### src/rtl/pamac_slice_accumulator_pkg.sv
// Shared types, constants and the slice-digit decoder for the PAMAC
// bit-serial multiply-accumulate engine.
package pamac_pkg;

    localparam int SLICE_W     = 2;
    localparam int MAX_SLICES  = 8;
    localparam int ACC_W       = 32;
    localparam int PP_W        = 16;
    localparam int SLICE_IDX_W = 3;
    localparam int ACT_W       = SLICE_W * MAX_SLICES;

    typedef enum logic [1:0] {
        IDLE = 2'd0,
        RUN  = 2'd1,
        DONE = 2'd2
    } pamac_state_t;

    // Extracts slice k of the activation as a radix-4 digit. Lower slices are
    // unsigned (0..3); the top slice carries the sign bit and reads as -2..1.
    function automatic logic signed [SLICE_W:0] digit_of(
        input logic [ACT_W-1:0]       act,
        input logic [SLICE_IDX_W-1:0] k,
        input logic                   is_top
    );
        logic [SLICE_W-1:0] bits;
        bits = act[{k, 1'b0} +: SLICE_W];
        if (is_top) begin
            digit_of = $signed({bits[SLICE_W-1], bits});
        end else begin
            digit_of = $signed({1'b0, bits});
        end
    endfunction

endpackage

### src/rtl/pamac_slice_accumulator_if.sv
// Operand / result handshake bundle for the PAMAC engine. The master side
// supplies operand pairs and consumes results; the slave side is the engine.
interface pamac_slice_accumulator_if #(
    parameter int WGT_W = 8,
    parameter int ACT_W = 16,
    parameter int ACC_W = 32
) ();

    logic                    in_valid;
    logic                    in_ready;
    logic signed [WGT_W-1:0] in_weight;
    logic [ACT_W-1:0]        in_act;
    logic [2:0]              in_nslices;
    logic                    out_valid;
    logic                    out_ready;
    logic signed [ACC_W-1:0] out_sum;

    modport master (
        output in_valid,
        output in_weight,
        output in_act,
        output in_nslices,
        output out_ready,
        input  in_ready,
        input  out_valid,
        input  out_sum
    );

    modport slave (
        input  in_valid,
        input  in_weight,
        input  in_act,
        input  in_nslices,
        input  out_ready,
        output in_ready,
        output out_valid,
        output out_sum
    );

endinterface

### src/rtl/pamac_slice_accumulator_pp_gen.sv
// Partial-product generator: weight times one radix-4 digit, widened to
// 16 bits, sign-extended to the accumulator width and aligned by 2*k.
module pamac_pp_gen #(
    parameter int WGT_W = 8,
    parameter int ACC_W = 32
) (
    input  logic signed [WGT_W-1:0] weight,
    input  logic signed [2:0]       digit,
    input  logic [2:0]              k,
    output logic signed [ACC_W-1:0] pp
);
    import pamac_pkg::*;

    logic signed [PP_W-1:0]  w_ext;
    logic signed [PP_W-1:0]  d_ext;
    logic signed [PP_W-1:0]  prod;
    logic signed [ACC_W-1:0] prod_ext;

    // Multiply at 16 bits (product never exceeds 10 bits), then widen and shift.
    always_comb begin
        w_ext    = {{(PP_W-WGT_W){weight[WGT_W-1]}}, weight};
        d_ext    = {{(PP_W-3){digit[2]}}, digit};
        prod     = w_ext * d_ext;
        prod_ext = {{(ACC_W-PP_W){prod[PP_W-1]}}, prod};
        pp       = prod_ext <<< {k, 1'b0};
    end

endmodule

### src/rtl/pamac_slice_accumulator.sv
// Bit-serial precision-adjustable MAC: consumes the activation two bits per
// cycle, LSB slice first, so an n-slice activation costs n RUN cycles.
module pamac_slice_accumulator #(
    parameter int WGT_W      = 8,
    parameter int ACT_W      = 16,
    parameter int ACC_W      = 32,
    parameter int MAX_SLICES = 8
) (
    input  logic                        clk,
    input  logic                        rst_n,
    pamac_slice_accumulator_if.slave    bus,
    output logic                        busy,
    output logic [$clog2(MAX_SLICES)-1:0] cur_slice
);
    import pamac_pkg::*;

    localparam int IDX_W = $clog2(MAX_SLICES);

    pamac_state_t            state_q;
    pamac_state_t            state_d;
    logic                    in_ready_c;
    logic                    accept;
    logic                    last_slice;

    logic signed [WGT_W-1:0] weight_q;
    logic [ACT_W-1:0]        act_q;
    logic [IDX_W-1:0]        nsl_q;
    logic [IDX_W-1:0]        k_q;
    logic signed [ACC_W-1:0] acc_q;
    logic signed [ACC_W-1:0] sum_q;
    logic                    valid_q;

    logic signed [2:0]       digit;
    logic signed [ACC_W-1:0] pp;
    logic signed [ACC_W-1:0] acc_next;

    assign last_slice = (k_q == nsl_q);
    assign digit      = digit_of(act_q, k_q, last_slice);
    assign acc_next   = acc_q + pp;
    assign accept     = bus.in_valid && in_ready_c;

    pamac_pp_gen #(
        .WGT_W (WGT_W),
        .ACC_W (ACC_W)
    ) u_pp_gen (
        .weight (weight_q),
        .digit  (digit),
        .k      (k_q),
        .pp     (pp)
    );

    // State register.
    always_ff @(posedge clk) begin
        if (!rst_n) begin
            state_q <= IDLE;
        end else begin
            state_q <= state_d;
        end
    end

    // Next-state and in_ready decode; DONE forwards out_ready so a new
    // operand can be taken on the same edge the result is consumed.
    always_comb begin
        state_d    = state_q;
        in_ready_c = 1'b0;
        case (state_q)
            IDLE: begin
                in_ready_c = 1'b1;
                if (bus.in_valid) begin
                    state_d = RUN;
                end
            end
            RUN: begin
                if (last_slice) begin
                    state_d = DONE;
                end
            end
            DONE: begin
                in_ready_c = bus.out_ready;
                if (bus.out_ready) begin
                    state_d = bus.in_valid ? RUN : IDLE;
                end
            end
            default: begin
                state_d = IDLE;
            end
        endcase
    end

    // Operand capture, slice counter, accumulator and result register.
    always_ff @(posedge clk) begin
        if (!rst_n) begin
            weight_q <= '0;
            act_q    <= '0;
            nsl_q    <= '0;
            k_q      <= '0;
            acc_q    <= '0;
            sum_q    <= '0;
            valid_q  <= 1'b0;
        end else begin
            if (accept) begin
                weight_q <= bus.in_weight;
                act_q    <= bus.in_act;
                nsl_q    <= bus.in_nslices;
                k_q      <= '0;
                acc_q    <= '0;
            end else if (state_q == RUN) begin
                acc_q <= acc_next;
                k_q   <= k_q + 1'b1;
            end

            if (state_q == RUN && last_slice) begin
                sum_q   <= acc_next;
                valid_q <= 1'b1;
            end else if (state_q == DONE && bus.out_ready) begin
                valid_q <= 1'b0;
            end
        end
    end

    assign bus.in_ready  = in_ready_c;
    assign bus.out_valid = valid_q;
    assign bus.out_sum   = sum_q;
    assign busy          = (state_q == RUN);
    assign cur_slice     = k_q;

endmodule

### src/flat_wrapper.sv
// flat-port wrapper written by rule: the top's interface ports become plain ports
module pamac_slice_accumulator_flat import pamac_pkg::*;
#(
    parameter int WGT_W      = 8,
    parameter int ACT_W      = 16,
    parameter int ACC_W      = 32,
    parameter int MAX_SLICES = 8
)
  (clk, rst_n, busy, cur_slice, bus_in_valid, bus_in_weight, bus_in_act, bus_in_nslices, bus_out_ready, bus_in_ready, bus_out_valid, bus_out_sum);
  pamac_slice_accumulator_if #(.WGT_W(WGT_W), .ACT_W(ACT_W), .ACC_W(ACC_W)) bus_i ();
  input  logic clk;
  input  logic rst_n;
  output logic busy;
  output logic [$clog2(MAX_SLICES)-1:0] cur_slice;
  input wire logic [$bits(bus_i.in_valid)-1:0] bus_in_valid;
  input wire logic [$bits(bus_i.in_weight)-1:0] bus_in_weight;
  input wire logic [$bits(bus_i.in_act)-1:0] bus_in_act;
  input wire logic [$bits(bus_i.in_nslices)-1:0] bus_in_nslices;
  input wire logic [$bits(bus_i.out_ready)-1:0] bus_out_ready;
  output wire logic [$bits(bus_i.in_ready)-1:0] bus_in_ready;
  output wire logic [$bits(bus_i.out_valid)-1:0] bus_out_valid;
  output wire logic [$bits(bus_i.out_sum)-1:0] bus_out_sum;
  assign bus_i.in_valid = bus_in_valid;
  assign bus_i.in_weight = bus_in_weight;
  assign bus_i.in_act = bus_in_act;
  assign bus_i.in_nslices = bus_in_nslices;
  assign bus_i.out_ready = bus_out_ready;
  assign bus_in_ready = bus_i.in_ready;
  assign bus_out_valid = bus_i.out_valid;
  assign bus_out_sum = bus_i.out_sum;
  pamac_slice_accumulator #(.WGT_W(WGT_W), .ACT_W(ACT_W), .ACC_W(ACC_W), .MAX_SLICES(MAX_SLICES)) u_core (.clk(clk), .rst_n(rst_n), .bus(bus_i), .busy(busy), .cur_slice(cur_slice));
endmodule
### config.mk
export PLATFORM = sky130hd
export DESIGN_NAME = pamac_slice_accumulator_flat
export DESIGN_NICKNAME = d
export VERILOG_FILES = /design/src/rtl/pamac_slice_accumulator_pkg.sv /design/src/rtl/pamac_slice_accumulator_if.sv /design/src/rtl/pamac_slice_accumulator_pp_gen.sv /design/src/rtl/pamac_slice_accumulator.sv /design/src/flat_wrapper.sv
export SDC_FILE = /design/constraint.sdc
export NUM_CORES = 1
export LEC_CHECK = 0
export ABC_CLOCK_PERIOD_IN_PS = 7950
export CAP_MARGIN = 20
export CELL_PAD_IN_SITES_DETAIL_PLACEMENT = 1
export CELL_PAD_IN_SITES_GLOBAL_PLACEMENT = 1
export CORE_MARGIN = 3
export CORE_UTILIZATION = 35
export DETAILED_ROUTE_END_ITERATION = 8
export GPL_ROUTABILITY_DRIVEN = 0
export PLACE_DENSITY_LB_ADDON = 0.1
export SLEW_MARGIN = 0
export SYNTH_ARGS = -nofsm -noshare
export SYNTH_HDL_FRONTEND = slang
export SYNTH_SLANG_ARGS = --single-unit
### constraint.sdc
create_clock -name clk -period 7.95 [get_ports clk]
set_input_delay 0.795 -clock clk [delete_from_list [all_inputs] [get_ports clk]]
set_output_delay 0.795 -clock clk [all_outputs]
set_load 0.02 [all_outputs]
==> results of run 1 <==
==> worst paths after layout <==
check / slack, ns / endpoint / cells after the start / from
worst min register to register: 0.46 / u_core.bus.out_sum[20] / 2 / u_core.bus.out_sum[20]
worst max-delay path: 0.89 / u_core.bus.out_sum[28] / 27 / u_core.cur_slice[0]
worst min-delay path: 0.46 / u_core.bus.out_sum[20] / 2 / u_core.bus.out_sum[20]
worst max register to register: 0.89 / u_core.bus.out_sum[28] / 27 / u_core.cur_slice[0]
==> placed cells by master, fill, tap and decap left out, types with 8 or more instances in the layout <==
cell | Yosys | layout
nand2b_1 | 9 | 9
dfxtp_1 | 97 | 97
nor2_1 | 53 | 52
nand2_1 | 201 | 201
o21ai_1 | 11 | 11
a21o_1 | 17 | 17
clkdlybuf4s50_1 | 0 | 67
mux2i_1 | 8 | 8
a21oi_1 | 84 | 84
xnor2_1 | 28 | 28
clkbuf_16 | 0 | 9
a21boi_0 | 52 | 52
xor2_1 | 14 | 14
nor2b_1 | 14 | 14
nand3_1 | 19 | 19
nand4_1 | 8 | 8
fa_1 | 10 | 10
inv_1 | 17 | 17
o21ai_0 | 26 | 26
buf_4 | 0 | 9
nor3_1 | 12 | 12
ha_1 | 48 | 48
==> report_power, final <==
| part | internal, mW | switching, mW | leakage [nW] |
|---|---|---|---|
| clock network | 0.218 | 0.218 | 0.137 |
| registers | 0.507 | 0.0162 | 0.788 |
| logic | 0.114 | 0.185 | 2.21 |
==> state kept, by name, summed over array words and instances (netlist names) <==
register and cells:
u_core.acc_q 32, u_core.weight_q 8, u_core.cur_slice 3, u_core.state_q 2, u_core.bus.out_valid 1, u_core.act_q 16, u_core.bus.out_sum 32, u_core.nsl_q 3
==> worst min-delay path, cell delays in order, from the launching register on <==
cell and delay [ns]:
dfxtp_1 0.31, nand2_1 0.05, a21boi_1 0.05
==> through the flow <==
step,hold slack [ns],worst slack (ns)
global route,0.483,0.229
finish,0.459,0.894
detailed placement,0.456,0.854
CTS,0.466,0.795
global placement,0.442,1.11
floorplan,0.438,1.56
==> cell families (layout without fill, tap and decap cells) <==
group	Yosys count	count (layout)
fa+ha+maj	58	58
xor+xnor	42	42
buf+inv	72	114
simple gates	338	338
flops	97	97
compound gates	239	239
mux	14	14
==> routing by layer <==
metal / vias up / GRT usage [%] / share of wire (%) / wire [um]
met5: - / 0 / 0 / 0
met4: 0 / 6.05 / 1.8 / 332
met3: 22 / 2.41 / 2.3 / 430
met2: 78 / 33.8 / 49 / 9250
met1: 2900 / 24.2 / 47 / 8830
li1: 3038 / - / - / -
==> cell type report <==
| class | count | area share [%] |
|---|---|---|
| multi-input cells | 691 | 56.7 |
| flip-flops and latches | 97 | 25.2 |
| repair buffers | 77 | 9.64 |
| well taps | 229 | 3.72 |
| clock buffers | 9 | 2.92 |
| inverters | 21 | 1.02 |
| clock inverters | 7 | 0.779 |
==> impl_metrics.py, run 1 <==
metrics = {
    "outcome": {
        "status": "finished clean",
    },
    "placed_design": {
        "placed_area_um2": 7420,
        "io_buffers": 68,
        "dp_hpwl_mm": 14.4,
        "dp_cells": 1115,
    },
    "sta": {
        "clock.fmax_mhz": 142,
        "setup_viol": 0,
        "min_period_over_period_pct": 88.8,
        "slew_viol_final": 0,
        "finalHoldViolCount": 0,
        "fin_tns_setup_ns": 0,
        "rsz0062_at_grt": "no",
        "worstMarginPinSlew_ns": 0.969,
        "slew_headroom_pct": 35.3,
        "layout_min_cycle_time_ns": 7.06,
        "clock_skew_ns": 0.0165,
    },
    "worst_hold_path": {
        "hold_path_class": "reg -> reg",
    },
    "power_and_ir_drop": {
        "p_total_mw": 1.26,
        "p_leak_nw": 3.13,
        "power_density_nw_per_um2": 163,
        "peakVddDrop_mv": 0.110,
    },
    "drt": {
        "wirelength_mm": 18.8,
        "drc": 0,
        "viasPerCell": 5.34,
        "vias": 6038,
        "ant_nets": 0,
        "dr.pass1.iters": 4,
        "drt_iter0_drc": 200,
        "wl_per_cell_um": 16.7,
    },
    "critical_path": {
        "cpMaxStageDelayCell": "dfxtp_1",
        "crit_path_max_incr_delay_ns": 0.55,
        "required_ns": 8.21,
        "path_common_cell": "a21oi_1",
        "critPathKind": "reg -> reg",
        "critPathBufInv": 2,
        "crit_family": "compound AO/OA/AOI/OAI gates",
        "worstPathMaxFanout": 14,
        "cp.arrival_ns": 7.31,
        "start_kind": "register",
        "critPathCaptureType": "register",
    },
    "yosys": {
        "ys_ff_latch": 97,
        "synthTopCellsByArea": "dfxtp_1 29%, nand2_1 11%, ha_1 9.1%",
        "synth_top_family_by_area": "compound AO/OA/AOI/OAI gates",
        "synthCells": 860,
        "synthDominantCellAreaShare_pct": 29.5,
        "yosysTopAreaCell": "dfxtp_1",
        "synth_cell_types": 59,
        "yosys_most_used_dff": "dfxtp_1",
        "yosys-top-cells-count": "201 x nand2_1, 97 x dfxtp_1, 84 x a21oi_1, 53 x nor2_1, 52 x a21boi_0",
        "synth_most_common_cell": "nand2_1",
        "syn-num-nets": 949,
        "ys_warn_count": 0,
        "synth_fa_ha_area_share_pct": 12.2,
        "synth_compound_area_share_pct": 23.5,
        "synth-edff-count": 0,
        "synth_mux_area_share_pct": 2.93,
        "synth_area_um2": 6590,
        "synth_xor_area_share_pct": 5.59,
        "yosysSeqAreaShare_pct": 29.5,
        "synth.avg_cell_area_um2": 7.66,
        "synthArstFlopShare_pct": 0,
        "yosys.area_share.simple_pct": 22.2,
    },
    "finish": {
        "nets": 986,
        "area_growth_pct": 17.0,
        "final_layout_size_suffix_gt1_share_pct": 5.10,
        "fillCellCount": 2211,
        "final_cell_area_um2": 7710,
        "seq_area_um2": 1940,
        "multi_input_area_um2": 4370,
        "finalNonFillerCells": 1131,
        "fin_util_pct": 42.3,
        "antenna_cells": 0,
    },
    "global_route": {
        "track_usage_pct": 19.1,
        "grt_pass1_vias": 6367,
        "antenna_found_initial": 0,
        "grt_max_degree": 72,
        "grt_pass1_wl_mm": 31.8,
        "grt-ovfl-total": 0,
    },
    "clock_network": {
        "htreeDepth": 3,
        "cts_resized": 0,
        "cts_tree": "built",
        "root_buffer": "clkbuf_16",
        "clkLatencyLatePin_ns": 0.37,
        "cts.hold.buffers_added": 0,
        "cts_buffers": 9,
        "clockBufferDepth": 2,
        "clk_pin_slew_ns": 0.08,
        "cts_sinks": 97,
        "postCtsSetupRepairBufs": 0,
    },
    "job": {
        "cap_violations": 0,
    },
    "floorplanning": {
        "dieHeight_um": 143,
        "die_w_um": 143,
        "row_count": 49,
        "ios": 69,
        "core_um2": 18200,
        "dieArea_um2": 20500,
        "start_util_pct": 36.2,
    },
}
No activity file was read; power rests on OpenSTA's default activity.
==> inputs of run 2 (changes only) <==
- RECOVER_POWER: default -> 25
==> impl_metrics.py, run 2 (synthesized netlist as in run 1, its figures left out) <==
metrics = {
    "clock_network": {
        "htreeDepth": 3,
        "root_buffer": "clkbuf_16",
        "postCtsSetupRepairBufs": 0,
        "cts.hold.buffers_added": 0,
        "cts_resized": 0,
        "cts_tree": "built",
        "clk_pin_slew_ns": 0.08,
        "clkLatencyLatePin_ns": 0.37,
        "cts_sinks": 97,
        "clockBufferDepth": 2,
        "cts_buffers": 9,
    },
    "finish": {
        "final_layout_size_suffix_gt1_share_pct": 4.99,
        "fin_util_pct": 42.3,
        "layout_commonest_cell": "nand2_1",
        "final_cell_mix": "201 x nand2_1, 97 x dfxtp_1, 84 x a21oi_1",
        "fillCellCount": 2212,
        "nets": 986,
        "area_growth_pct": 17.0,
        "antenna_cells": 0,
        "finalNonFillerCells": 1131,
    },
    "floorplanning": {
        "row_count": 49,
        "dieArea_um2": 20500,
        "start_util_pct": 36.2,
        "core_um2": 18200,
        "dieHeight_um": 143,
        "die_w_um": 143,
        "ios": 69,
    },
    "global_route": {
        "grt-ovfl-total": 0,
        "antenna_found_initial": 0,
        "grt_max_degree": 72,
        "track_usage_pct": 19.1,
        "grt_pass1_wl_mm": 31.8,
        "grt_pass1_vias": 6367,
    },
    "critical_path": {
        "critPathCaptureType": "register",
        "cpMaxStageDelayCell": "dfxtp_1",
        "critPathKind": "reg -> reg",
        "start_kind": "register",
        "required_ns": 8.24,
        "crit_path_max_incr_delay_ns": 0.55,
        "ff2ff_setup_slack_ns": 0.89,
        "crit_family": "compound AO/OA/AOI/OAI gates",
        "worstPathMaxFanout": 11,
        "critPathBufInv": 1,
        "path_common_cell": "a21oi_1",
        "cp.arrival_ns": 7.35,
    },
    "drt": {
        "wirelength_mm": 18.8,
        "dr.pass1.iters": 4,
        "drt_iter0_drc": 211,
        "ant_nets": 0,
        "vias": 6033,
        "wl_per_cell_um": 16.6,
        "viasPerCell": 5.33,
        "drc": 0,
    },
    "sta": {
        "fin_tns_setup_ns": 0,
        "rsz0062_at_grt": "no",
        "setup_viol": 0,
        "clock_skew_ns": 0.0157,
        "worstMarginPinSlew_ns": 0.969,
        "clock.fmax_mhz": 142,
        "min_period_over_period_pct": 88.8,
        "finalHoldViolCount": 0,
        "slew_headroom_pct": 35.3,
        "slew_viol_final": 0,
        "layout_min_cycle_time_ns": 7.06,
    },
    "power_and_ir_drop": {
        "p_leak_nw": 3.24,
        "peakVddDrop_mv": 0.110,
        "p_total_mw": 1.26,
        "power_density_nw_per_um2": 163,
    },
    "outcome": {
        "status": "finished clean",
    },
    "worst_hold_path": {
        "hold_path_class": "reg -> reg",
    },
    "job": {
        "cap_violations": 0,
    },
    "placed_design": {
        "io_buffers": 68,
        "dp_cells": 1115,
        "dp_hpwl_mm": 14.4,
    },
}
==> run 2: cell types whose count changed in the layout (fill, tap and decap cells not counted), sizes merged <==
cell | previous run | this run
clkdlybuf4s50 | 67 | 36
dlygate4sd3 | 0 | 31
==> run 2: metal layers <==
layer	global-route usage (%)	routed length [um]
met1	24.2	8810
met3	2.41	422
met4	6.05	332
met2	33.8	9260
met5	0	0
==> run 2: path summary, 6_finish.rpt <==
check	from	end	depth (start not counted)
setup / recovery	u_core.cur_slice[0]	u_core.acc_q[31]	27
hold / removal	u_core.bus.out_sum[20]	u_core.bus.out_sum[20]	2
setup reg to reg	u_core.cur_slice[0]	u_core.acc_q[31]	27
hold reg to reg	u_core.bus.out_sum[20]	u_core.bus.out_sum[20]	2
==> run 2: worst register-to-register path, delay by kind of cell (launching register included) <==
kind	cells	cell delay [ns]
muxes	3	1.05
xor gates and xnor gates	2	0.41
adders and majority gates	5	1.79
DFF	1	0.55
and+or+nand+nor	4	0.76
AOI/OAI and AO/OA	12	2.26
buffers and inverters	1	0.20
==> run 2: area by class of cell <==
type | instances | area, um2 | area share (%)
multi-input combinational | 691 | 4370 | 56.7
sequential | 97 | 1940 | 25.2
timing repair buffer | 77 | 743 | 9.65
tap | 229 | 287 | 3.72
clock buffer | 9 | 225 | 2.92
inverter | 21 | 78.8 | 1.02
clock inverter | 7 | 60.1 | 0.779
==> run 2: power breakdown <==
part           switching, mW  total (mW)  internal [mW]
logic                  0.185       0.296          0.112
registers             0.0159       0.523          0.507
clock network          0.218       0.437          0.218
==> run 2: stage by stage <==
stage	setup WS, ns	hold WS, ns	area [um2]
6_report	0.892	0.455	7700
5_1_grt	0.229	0.480	7700
4_1_cts	0.795	0.466	7710
3_5_place_dp	0.854	0.456	7420
3_3_place_gp	1.11	0.442	7420
2_1_floorplan	1.56	0.438	6590
